[src/rtl/vga_timing_generator.sv]
// 640x480@60 VGA raster timing: pixel-rate divider, column/line counters,
// sync/blank decode delayed to line up with video memory read latency, and
// registered DAC-side outputs (grayscale RGB, syncs, blank, pixel clock).
module vga_timing_generator #(
  parameter int H_VISIBLE  = 640,
  parameter int H_FRONT    = 16,
  parameter int H_SYNC     = 96,
  parameter int H_BACK     = 48,
  parameter int V_VISIBLE  = 480,
  parameter int V_FRONT    = 10,
  parameter int V_SYNC     = 2,
  parameter int V_BACK     = 33,
  parameter int CLK_DIV    = 2,
  parameter int PIPE_DELAY = 2
) (
  input  logic       clk,
  input  logic       rst_n,
  input  logic [7:0] pixel_data,
  output logic [9:0] hcnt,
  output logic [9:0] vcnt,
  output logic       pixel_tick,
  output logic       frame_start,
  output logic       vga_clk,
  output logic       vga_hsync,
  output logic       vga_vsync,
  output logic       vga_blank_n,
  output logic       vga_sync_n,
  output logic [7:0] vga_r,
  output logic [7:0] vga_g,
  output logic [7:0] vga_b
);

  localparam int H_TOTAL = H_VISIBLE + H_FRONT + H_SYNC + H_BACK;
  localparam int V_TOTAL = V_VISIBLE + V_FRONT + V_SYNC + V_BACK;
  localparam int DIV_W   = (CLK_DIV > 2) ? $clog2(CLK_DIV) : 1;

  localparam logic [DIV_W-1:0] DIV_LAST = DIV_W'(CLK_DIV - 1);
  localparam logic [DIV_W-1:0] DIV_HALF = DIV_W'(CLK_DIV / 2);

  localparam logic [9:0] H_LAST   = 10'(H_TOTAL - 1);
  localparam logic [9:0] V_LAST   = 10'(V_TOTAL - 1);
  localparam logic [9:0] H_VIS    = 10'(H_VISIBLE);
  localparam logic [9:0] V_VIS    = 10'(V_VISIBLE);
  localparam logic [9:0] HS_BEGIN = 10'(H_VISIBLE + H_FRONT);
  localparam logic [9:0] HS_END   = 10'(H_VISIBLE + H_FRONT + H_SYNC);
  localparam logic [9:0] VS_BEGIN = 10'(V_VISIBLE + V_FRONT);
  localparam logic [9:0] VS_END   = 10'(V_VISIBLE + V_FRONT + V_SYNC);

  logic [DIV_W-1:0] div_cnt_q, div_cnt_d;
  logic [9:0]       hcnt_q, hcnt_d;
  logic [9:0]       vcnt_q, vcnt_d;
  logic             frame_start_q, frame_start_d;
  logic             vga_clk_q, vga_clk_d;

  logic                  hs_raw, vs_raw, active_raw;
  logic [PIPE_DELAY-1:0] hs_pipe_q, hs_pipe_d;
  logic [PIPE_DELAY-1:0] vs_pipe_q, vs_pipe_d;
  logic [PIPE_DELAY-1:0] act_pipe_q, act_pipe_d;
  logic [PIPE_DELAY:0]   hs_shift, vs_shift, act_shift;

  logic       hsync_q, hsync_d;
  logic       vsync_q, vsync_d;
  logic       blank_n_q, blank_n_d;
  logic [7:0] rgb_q, rgb_d;

  assign pixel_tick  = (div_cnt_q == DIV_LAST);
  assign hcnt        = hcnt_q;
  assign vcnt        = vcnt_q;
  assign frame_start = frame_start_q;
  assign vga_clk     = vga_clk_q;
  assign vga_hsync   = hsync_q;
  assign vga_vsync   = vsync_q;
  assign vga_blank_n = blank_n_q;
  assign vga_sync_n  = 1'b0;
  assign vga_r       = rgb_q;
  assign vga_g       = rgb_q;
  assign vga_b       = rgb_q;

  // Divider, raster counters, frame pulse and mid-pixel DAC clock
  always_comb begin
    div_cnt_d = (div_cnt_q == DIV_LAST) ? '0 : div_cnt_q + 1'b1;
    hcnt_d    = hcnt_q;
    vcnt_d    = vcnt_q;
    if (pixel_tick) begin
      if (hcnt_q == H_LAST) begin
        hcnt_d = '0;
        vcnt_d = (vcnt_q == V_LAST) ? '0 : vcnt_q + 1'b1;
      end else begin
        hcnt_d = hcnt_q + 1'b1;
      end
    end
    frame_start_d = pixel_tick && (hcnt_q == H_LAST) && (vcnt_q == V_LAST);
    vga_clk_d = vga_clk_q;
    if (div_cnt_d == DIV_HALF) begin
      vga_clk_d = 1'b1;
    end else if (div_cnt_d == '0) begin
      vga_clk_d = 1'b0;
    end
  end

  // Raw sync/active decode from the current coordinate
  always_comb begin
    hs_raw     = !((hcnt_q >= HS_BEGIN) && (hcnt_q < HS_END));
    vs_raw     = !((vcnt_q >= VS_BEGIN) && (vcnt_q < VS_END));
    active_raw = (hcnt_q < H_VIS) && (vcnt_q < V_VIS);
  end

  // Delay line matching memory latency; the concatenate-then-slice form
  // keeps a single-stage line legal without special-casing it
  always_comb begin
    hs_shift   = {hs_pipe_q, hs_raw};
    vs_shift   = {vs_pipe_q, vs_raw};
    act_shift  = {act_pipe_q, active_raw};
    hs_pipe_d  = hs_pipe_q;
    vs_pipe_d  = vs_pipe_q;
    act_pipe_d = act_pipe_q;
    if (pixel_tick) begin
      hs_pipe_d  = hs_shift[PIPE_DELAY-1:0];
      vs_pipe_d  = vs_shift[PIPE_DELAY-1:0];
      act_pipe_d = act_shift[PIPE_DELAY-1:0];
    end
  end

  // Output stage fed from the last delay stage and the returned pixel
  always_comb begin
    hsync_d   = hsync_q;
    vsync_d   = vsync_q;
    blank_n_d = blank_n_q;
    rgb_d     = rgb_q;
    if (pixel_tick) begin
      hsync_d   = hs_pipe_q[PIPE_DELAY-1];
      vsync_d   = vs_pipe_q[PIPE_DELAY-1];
      blank_n_d = act_pipe_q[PIPE_DELAY-1];
      rgb_d     = act_pipe_q[PIPE_DELAY-1] ? pixel_data : '0;
    end
  end

  // State registers with asynchronous active-low reset
  always_ff @(posedge clk or negedge rst_n) begin
    if (!rst_n) begin
      div_cnt_q     <= '0;
      hcnt_q        <= '0;
      vcnt_q        <= '0;
      frame_start_q <= 1'b0;
      vga_clk_q     <= 1'b0;
      hs_pipe_q     <= '1;
      vs_pipe_q     <= '1;
      act_pipe_q    <= '0;
      hsync_q       <= 1'b1;
      vsync_q       <= 1'b1;
      blank_n_q     <= 1'b0;
      rgb_q         <= '0;
    end else begin
      div_cnt_q     <= div_cnt_d;
      hcnt_q        <= hcnt_d;
      vcnt_q        <= vcnt_d;
      frame_start_q <= frame_start_d;
      vga_clk_q     <= vga_clk_d;
      hs_pipe_q     <= hs_pipe_d;
      vs_pipe_q     <= vs_pipe_d;
      act_pipe_q    <= act_pipe_d;
      hsync_q       <= hsync_d;
      vsync_q       <= vsync_d;
      blank_n_q     <= blank_n_d;
      rgb_q         <= rgb_d;
    end
  end

endmodule

[config.mk]
export PLATFORM = sky130hd
export DESIGN_NAME = vga_timing_generator
export DESIGN_NICKNAME = d
export VERILOG_FILES = /design/src/rtl/vga_timing_generator.sv
export SDC_FILE = /design/constraint.sdc
export NUM_CORES = 1
export LEC_CHECK = 0
export BUFFER_PORTS_ARGS = -buffer_cell sky130_fd_sc_hd__buf_2
export CORE_MARGIN = 2
export CORE_UTILIZATION = 51
export CTS_CLUSTER_DIAMETER = 60
export CTS_CLUSTER_SIZE = 25
export DETAILED_ROUTE_END_ITERATION = 16
export PLACE_DENSITY = 0.91
export SYNTH_ARGS = -nofsm -noshare
export SYNTH_HDL_FRONTEND = slang
export SYNTH_SLANG_ARGS = --single-unit
[constraint.sdc]
create_clock -name clk -period 2.05 [get_ports clk]
set_input_delay 0.41 -clock clk [delete_from_list [all_inputs] [get_ports clk]]
set_output_delay 0.41 -clock clk [all_outputs]
set_load 0.01 [all_outputs]
=== After elaboration in Yosys (flattened, before gate mapping) ===
Index checks and enable logic that the tools add are counted.

* Register bits after elaboration: 40
* Bits of input ports: 10
* Logic and storage cells: 36

* $add $sub $neg: 3
* Magnitude comparators: 6
* Equality and inequality tests: 2
* Muxes and demuxes: 5
* Reductions and logical operators: 8

{| class="wikitable"
|+ Operators with widths
! operator !! number
|-
| 10-bit by 1-bit adder with 10-bit output, second input constant || 2
|-
| 10-bit equality test, second input constant || 2
|-
| 10-bit less-than comparator, second input constant || 2
|-
| 10-bit by 9-bit less-than comparator with 1-bit output, second input constant || 2
|-
| 10-bit two-way mux || 2
|-
| 10-bit greater-or-equal comparator, second input constant || 1
|-
| 10-bit by 9-bit greater-or-equal comparator with 1-bit output, second input constant || 1
|-
| 8-bit two-way mux || 1
|-
| 1-bit logical AND || 5
|-
| 1-bit zero test || 2
|-
| 1-bit two-way mux || 2
|-
| 2-bit AND reduction || 1
|-
| 1-bit adder, second input constant || 1
|}

=== Logic depth before layout (Yosys ltp) ===
Gate-level depths: netlist (run 1).

* Depth in word-level cells: 3
* Mapped depth: 6
* Depth with buffers taken out: 6

=== Worst setup path after synthesis (run 1) ===
No wires, ideal clock.

* Path type: flip-flop to flip-flop
* Start point: reg hcnt_q[7] (netlist: hcnt[7])
* End point: reg vcnt_q[7] (netlist: vcnt[7])
* Library setup time: 0.127 ns
* Data arrival time: 1.637 ns
* Slack: 0.286 ns
* Cell stages (with the launch flop): 5
* Path buffers: 0
* Period minus slack after synthesis: 1.764 ns
* Cell sequence: dfrtp_1 -> or4b_4 -> nor4_4 -> nand3_1 -> xnor2_1

* Word-level cells in the longest chain between the ends: 2

{| class="wikitable"
|+ Ends and longest elaborated chain
! what !! line !! text
|-
| start, declared || 50 || <nowiki>logic [9:0] hcnt_q, hcnt_d;</nowiki>
|-
| start signal, assigned || 155 || <nowiki>hcnt_q <= hcnt_d;</nowiki>
|-
| 10-bit equality test || 85 || <nowiki>if (hcnt_q == H_LAST) begin</nowiki>
|-
| 2-bit AND reduction (no source line) || n/a ||
|-
| end signal, assigned || 156 || <nowiki>vcnt_q <= vcnt_d;</nowiki>
|-
| end, declared || 51 || <nowiki>logic [9:0] vcnt_q, vcnt_d;</nowiki>
|}

No other way between the ends.
A chain may end at the register's enable or synchronous reset.

=== Final worst setup path (run 1) ===
* Start point: reg hcnt_q[7] (netlist: hcnt[7])
* End point: reg vcnt_q[9] (netlist: vcnt[9])

The elaborated chain is that of the path after synthesis.

==> impl_summary.log, run 1 <==
[metrics] number of instances in the synthesized netlist: 187
[metrics] Clock Skew: 0.00734 ns
[metrics] maximum ir drop on the vdd rail: 0.419 mV
[metrics] floorplan die height: 66.2 um
[metrics] # port buffers: 59
[metrics] standard cell core area: 3690 um^2
[metrics] status: finished, final reports clean
[metrics] area taken by flip-flops and latches: 983 um^2
[metrics] initial standard-cell utilization of the core: 53.5%
[metrics] Pwr Total: 1.52 mW
[metrics] total number of placement rows: 22
[metrics] Resized Gates After CTS: 0
[metrics] insertion delay to the later sink of the worst-skew pair: 0.29 ns
[metrics] crit start category: flop
[metrics] Post-CTS Hold Fix Bufs: 0
[metrics] count of cell types in the netlist: 39
[metrics] area occupied by multi-input gates: 781 um^2
[metrics] postcts setup bufs: 0
[metrics] crit path kind: flop to flop
[metrics] maximum fanout count along the critical path: 6
[metrics] routed length on met2: 1860 um
[metrics] Worst EP arrival: 1.99 ns
[metrics] layout filler cell count: 296
[metrics] Clock Path Buffers: 2
[metrics] TritonCTS clock tree: built
[metrics] upper clock frequency limit: 551 MHz
[metrics] max-slew violation total from the final report: 0
[metrics] Die Width: 66.2 um
[metrics] 1st-iter DRT viols: 50
[metrics] gpl congestion: 0.862
[metrics] Antenna Nets Post-Route: 0
[metrics] areal power density over the cells: 652 nW/um^2
[metrics] number of global-route vias before repair: 1,407
[metrics] remaining design rule violation count: 0
[metrics] first-pass GRT wire length: 6440 um
[metrics] number of violations of the max-capacitance limit: 0
[metrics] clock buffer count from CTS: 5
[metrics] TritonRoute pass-1 iters: 4
[metrics] setup repair after global routing missed its margin: no
[metrics] clock edge transition at the registers on the reported setup and hold paths: 0.08 ns
[metrics] antenna diode count: 0
[metrics] Syn Area/Cell: 10.6 um^2
[metrics] number of failing hold endpoints at the final stage: 0
[metrics] Routed Wire Length: 3800 um
[metrics] cell area after technology mapping: 1970 um^2
[metrics] Worst setup EP type: flop
[metrics] CTS H-tree depth: 2
[metrics] Die ar.: 4390 um^2
[metrics] maximum number of pins on one net before global-route repair: 35
[metrics] layout cell share with drive strength beyond 1: 38.7%
[metrics] P_leak: 1.17 nW
[metrics] initial antenna violation count: 0
[metrics] Hold/Removal Path Class: primary input to asynchronous set/reset pin
[metrics] dpl hpwl: 2790 um
[metrics] post-route minimum period: 1.81 ns
[metrics] Met3 Wirelength: 278 um
[metrics] Synth area leader: dfrtp_1
[metrics] synthesis-stage register bit count: 39
[metrics] total global routing track utilization: 19.3%
[metrics] clock sink count: 39
[metrics] wire per inst: 13.4 um
[metrics] Synth area leaders: dfrtp_1 (42%), dfstp_2 (8.0%), buf_4 (6.8%), nand3_1 (4.3%), o21ai_0 (3.8%)
[metrics] net count after synthesis: 202
[metrics] master cell of the clock root buffer: clkbuf_8
[metrics] post-synth top area share: 41.8%
[metrics] sequential element share of the synthesized area: 49.8%
[metrics] wire length on met1: 1650 um
[metrics] Area Growth Syn to Fin: 17.7%
[metrics] total number of nets in the final design: 249
[metrics] total gr overflow: 0
[metrics] Boundary Pins: 61
[metrics] setup-violating endpoint count in the final report: 0
[metrics] part of the cycle the worst path needs: 88.5%
[metrics] highest signal layer in the routed design: met3
[metrics] worst endpoint required time: 2.22 ns
[metrics] yosys warns: 0
[metrics] Vias per Instance: 5.23
[metrics] total number of vias: 1,481
[metrics] setup total negative slack: 0 ns
-- power breakdown --
part           total [mW]  switching, mW  internal [mW]
Sequential          0.784        0.00647          0.778
Combinational      0.0713         0.0421         0.0292
Clock               0.661          0.267          0.394
-- final cells by class --
| cell class | instances | area share [%] |
|---|---|---|
| clock buffers | 6 | 3.55 |
| clock inverters | 2 | 1.51 |
| flip-flops and latches | 39 | 42.3 |
| multi-input cells | 110 | 33.6 |
| well taps | 48 | 2.58 |
| inverters | 15 | 2.42 |
| repair buffers | 63 | 14.0 |
-- cells in the final DEF, fill, tap and decap left out, drive strengths merged, types with 2 or more instances in the layout --
master / netlist / final
xor2: 3 / 3
dfstp: 6 / 6
mux2: 6 / 6
ha: 5 / 5
nand3: 17 / 17
clkbuf: 5 / 6
or3: 2 / 2
xnor2: 7 / 7
o21ai: 15 / 15
nand4: 4 / 4
nor2: 9 / 9
nor3: 2 / 2
and2: 3 / 3
nand2b: 2 / 2
dfrtp: 33 / 33
o2bb2ai: 2 / 2
nand2: 8 / 8
and3: 6 / 6
nor4: 5 / 5
mux2i: 2 / 2
inv: 15 / 15
buf: 18 / 63
-- through the flow --
stage	hold slack (ns)	instances	worst slack, ns	instance area [um^2]	utilization (%)
after floorplan	0.114	187	0.286	1970	-
after detailed placement	0.351	275	0.238	2210	59.8
after global routing	0.0486	283	0.120	2320	63.0
final	0.0187	283	0.236	2320	63.0
after global placement	0.345	275	0.300	2210	59.8
after CTS	0.0361	283	0.232	2320	63.0
-- logic make-up after synthesis --
family | share of synthesized area (%)
AOI/OAI and AO/OA | 7.60
xor gates and xnor gates | 4.44
adders and majority gates | 3.17
buffers and inverters | 10.6
DFF | 49.8
muxes | 4.44
other | 0.190
and+or+nand+nor | 19.7
-- worst paths after layout --
check                      slack, ns  cells past startpoint     startpoint      endpoint
setup / recovery                0.24                      4        hcnt[7]       vcnt[9]
hold / removal                  0.02                      1          rst_n       vcnt[3]
setup reg to reg                0.24                      4        hcnt[7]       vcnt[9]
hold reg to reg                 0.50                      2   hs_pipe_q[0]  hs_pipe_q[0]
max in group asynchronous       1.46                      2          rst_n     vga_vsync
min in group clk                0.36                      3  pixel_data[0]      vga_b[0]
-- routing by layer --
layer | up-vias | GRT usage [%]
li1 | 719 | -
met1 | 704 | 23.7
met2 | 58 | 33.6
met3 | 0 | 5.28
met4 | 0 | 4.34
met5 | - | 0
-- cell usage after synthesis, drive strengths merged --
master / number
dfrtp: 33
buf: 18
nand3: 17
inv: 15
o21ai: 15
nor2: 9
nand2: 8
xnor2: 7
and3: 6
dfstp: 6
mux2: 6
clkbuf: 5
ha: 5
nor4: 5
nand4: 4
and2: 3
xor2: 3
mux2i: 2
nand2b: 2
nor3: 2
o2bb2ai: 2
or3: 2
a21bo: 1
a21oi: 1
a311o: 1
a32o: 1
conb: 1
nand3b: 1
nor4b: 1
o2111ai: 1
o21a: 1
o22ai: 1
or4: 1
or4b: 1
-- flip-flops by register name, indices dropped and copies added, names as in the netlist --
register     cells
hcnt            10
vs_pipe_q        2
vga_hsync        1
vga_vsync        1
vga_b            8
hs_pipe_q        2
act_pipe_q       2
vcnt            10
frame_start      1
vga_blank_n      1
pixel_tick       1
-- critical path, cell delays in order, from the launching register on --
cell and delay [ns]:
dfrtp_1 0.44, or4b_4 0.63, or3_1 0.38, nor2_1 0.19, nor4_2 0.07
Note: power is estimated with default switching activity, not from simulation.
==> inputs of run 2 (changes only) <==
==> config.mk (replaced) <==
export PLATFORM = sky130hd
export DESIGN_NAME = vga_timing_generator
export DESIGN_NICKNAME = d
export VERILOG_FILES = /design/src/rtl/vga_timing_generator.sv
export SDC_FILE = /design/constraint.sdc
export NUM_CORES = 1
export LEC_CHECK = 0
export CAP_MARGIN = 5
export CORE_MARGIN = 2
export CORE_UTILIZATION = 56
export CTS_CLUSTER_DIAMETER = 60
export CTS_CLUSTER_SIZE = 25
export DETAILED_ROUTE_END_ITERATION = 16
export DONT_BUFFER_PORTS = 1
export PLACE_DENSITY = 0.82
export SYNTH_ARGS = -nofsm -noshare
export SYNTH_HDL_FRONTEND = slang
export SYNTH_SLANG_ARGS = --single-unit
==> run 2 against run 1 <==
Fmax down 5.6%; sequential share of layout area up 5.2 points; clock power shrank 5.1%; register-to-register slack got worse by 0.11 ns; sequential power increased by 2%; cell count is 19% lower; via count shrank 9.0%; worst setup slack lost 0.11 ns; combinational power shrank 57%; critical path depth up 1; global-route usage grew 2.2 points; highest routed layer is now met4.
==> impl_summary.log, run 2 (synthesis results as in run 1) <==
[metrics] Die Width: 63.4 um (-4.3%)
[metrics] most common cell after layout, fill and taps aside: dfrtp_1
[metrics] total gr overflow: 0 (unchanged)
[metrics] TritonRoute pass-1 iters: 4 (unchanged)
[metrics] part of the cycle the worst path needs: 93.7% (+5.2 points)
[metrics] post-route cell area: 2070 um^2 (-11%)
[metrics] status: finished, final reports clean
[metrics] most used cells in the layout excluding fill and tap cells: dfrtp_1 (32), nand3_1 (17), inv_1 (15), o21ai_0 (15), nor2_1 (9)
[metrics] Die ar.: 4020 um^2 (-8.4%)
[metrics] postcts setup bufs: 0 (unchanged)
[metrics] Hold/Removal Path Class: primary input to flop
[metrics] TritonCTS clock tree: built
[metrics] floorplan die height: 63.4 um (-4.3%)
[metrics] Boundary Pins: 61 (unchanged)
[metrics] layout cell share with drive strength beyond 1: 20.3% (-18 points)
[metrics] Antenna Nets Post-Route: 0 (unchanged)
[metrics] post-route minimum period: 1.92 ns (+0.107 ns)
[metrics] clock buffer count from CTS: 5 (unchanged)
[metrics] setup repair after global routing missed its margin: no
[metrics] Worst setup EP type: flop
[metrics] Routed Wire Length: 3820 um (+0.61%)
[metrics] CTS H-tree depth: 2 (unchanged)
[metrics] total number of vias: 1,348 (-9.0%)
[metrics] setup total negative slack: 0 ns (unchanged)
[metrics] dpl cell area: 1940 um^2 (-12%)
[metrics] worst endpoint required time: 2.29 ns (+0.07 ns)
[metrics] clock edge transition at the registers on the reported setup and hold paths: 0.11 ns (+0.03 ns)
[metrics] dpl hpwl: 2630 um (-5.7%)
[metrics] Max stage delay cell, worst path: or3_1
[metrics] crit path kind: flop to flop
[metrics] max-slew violation total from the final report: 0 (unchanged)
[metrics] total number of placement rows: 21 (-4.5%)
[metrics] Worst EP arrival: 2.16 ns (+0.17 ns)
[metrics] Area Growth Syn to Fin: 4.88%
[metrics] maximum fanout count along the critical path: 5 (-1)
[metrics] initial standard-cell utilization of the core: 58.7% (+5.2 points)
[metrics] total global routing track utilization: 21.5% (+2.2 points)
[metrics] crit start category: flop
[metrics] antenna diode count: 0 (unchanged)
[metrics] setup-violating endpoint count in the final report: 0 (unchanged)
[metrics] wire per inst: 16.7 um (+25%)
[metrics] number of failing hold endpoints at the final stage: 0 (unchanged)
[metrics] number of violations of the max-capacitance limit: 0 (unchanged)
[metrics] layout filler cell count: 284 (-4.1%)
[metrics] maximum number of pins on one net before global-route repair: 40 (+14%)
[metrics] Clock Path Buffers: 2 (unchanged)
[metrics] P_leak: 0.945 nW (-19%)
[metrics] sequence of cells on the critical path: ha_1, nand4_2, or3_1, nor2_1, nor4_2
[metrics] number of global-route vias before repair: 1,337 (-5.0%)
[metrics] total number of nets in the final design: 196 (-21%)
[metrics] first-pass GRT wire length: 6560 um (+1.7%)
[metrics] worst hold margin: 0.200 ns (+0.181 ns)
[metrics] worst slack after detailed placement: 0.161 ns (-0.0771 ns)
[metrics] insertion delay to the later sink of the worst-skew pair: 0.35 ns (+0.06 ns)
[metrics] Pwr Total: 1.46 mW (-3.9%)
[metrics] # port buffers: 0 (-100%)
[metrics] master cell of the clock root buffer: clkbuf_4
[metrics] areal power density over the cells: 704 nW/um^2 (+7.9%)
[metrics] highest cell delay on the worst timing path: 0.50 ns (-0.13 ns)
[metrics] clock sink count: 39 (unchanged)
[metrics] Vias per Instance: 5.91 (+13%)
[metrics] upper clock frequency limit: 520 MHz (-5.6%)
[metrics] standard cell core area: 3360 um^2 (-8.8%)
[metrics] PnR worst setup slack: 0.128 ns (-0.107 ns)
[metrics] Clock Skew: 0.00743 ns (+0.0000897 ns)
[metrics] 1st-iter DRT viols: 62 (+24%)
[metrics] initial antenna violation count: 0 (unchanged)
[metrics] maximum ir drop on the vdd rail: 0.540 mV (+29%)
[metrics] remaining design rule violation count: 0 (unchanged)
[metrics] gpl congestion: 0.818 (-5.1%)
run 2: report_power, final:
| group | switching, mW | total (mW) | internal [mW] |
|---|---|---|---|
| Combinational | 0.0203 | 0.0308 | 0.0104 |
| Sequential | 0.0222 | 0.800 | 0.777 |
| Clock | 0.246 | 0.627 | 0.381 |
| Total | 0.289 | 1.46 | 1.17 |
run 2: layout make-up:
type	instances	area (um^2)	share of cell area (%)
Sequential cell	39	985	47.6
Multi-Input combinational cell	110	781	37.7
Timing Repair Buffer	10	90.1	4.35
Clock inverter	2	60.1	2.90
Tap cell	46	57.6	2.78
Inverter	15	56.3	2.72
Clock buffer	6	41.3	1.99
run 2: per-layer routing:
layer | vias up | GRT usage, % | wire (um)
met5 | - | 0 | 0
met1 | 652 | 26.3 | 1540
li1 | 613 | - | -
met4 | 0 | 12.0 | 136
met2 | 69 | 32.4 | 1810
met3 | 14 | 8.57 | 327
run 2: final timing paths:
| kind | from | end | slack (ns) | cells past startpoint |
|---|---|---|---|---|
| max | hcnt[0] | vcnt[9] | 0.13 | 5 |
| min | pixel_data[6] | vga_b[6] | 0.20 | 2 |
| min reg2reg | act_pipe_q[0] | act_pipe_q[0] | 0.50 | 1 |
| min in group asynchronous | rst_n | vga_b[1] | 0.52 | 2 |
| max in group asynchronous | rst_n | vga_hsync | 1.28 | 2 |
| max reg2reg | hcnt[0] | vcnt[9] | 0.13 | 5 |
run 2: worst max-delay path, delay by kind of cell (launching register included):
kind	cells	cell delay (ns)
flops	1	0.49
fa+ha+maj	1	0.26
simple gates	4	1.07
run 2: metrics by stage:
stage	cells	util [%]
6_report	228	61.6
5_1_grt	228	61.6
4_1_cts	228	61.5
3_5_place_dp	218	57.6
3_3_place_gp	218	57.6
2_1_floorplan	187	-
run 2: repair_timing:
item / 4_1_cts / 5_1_grt
endpoints found under the setup margin: 0 / 1
endpoints found under the hold margin: 39 / 0
resized for setup: 0 / 1
hold buffers: 2 / 0
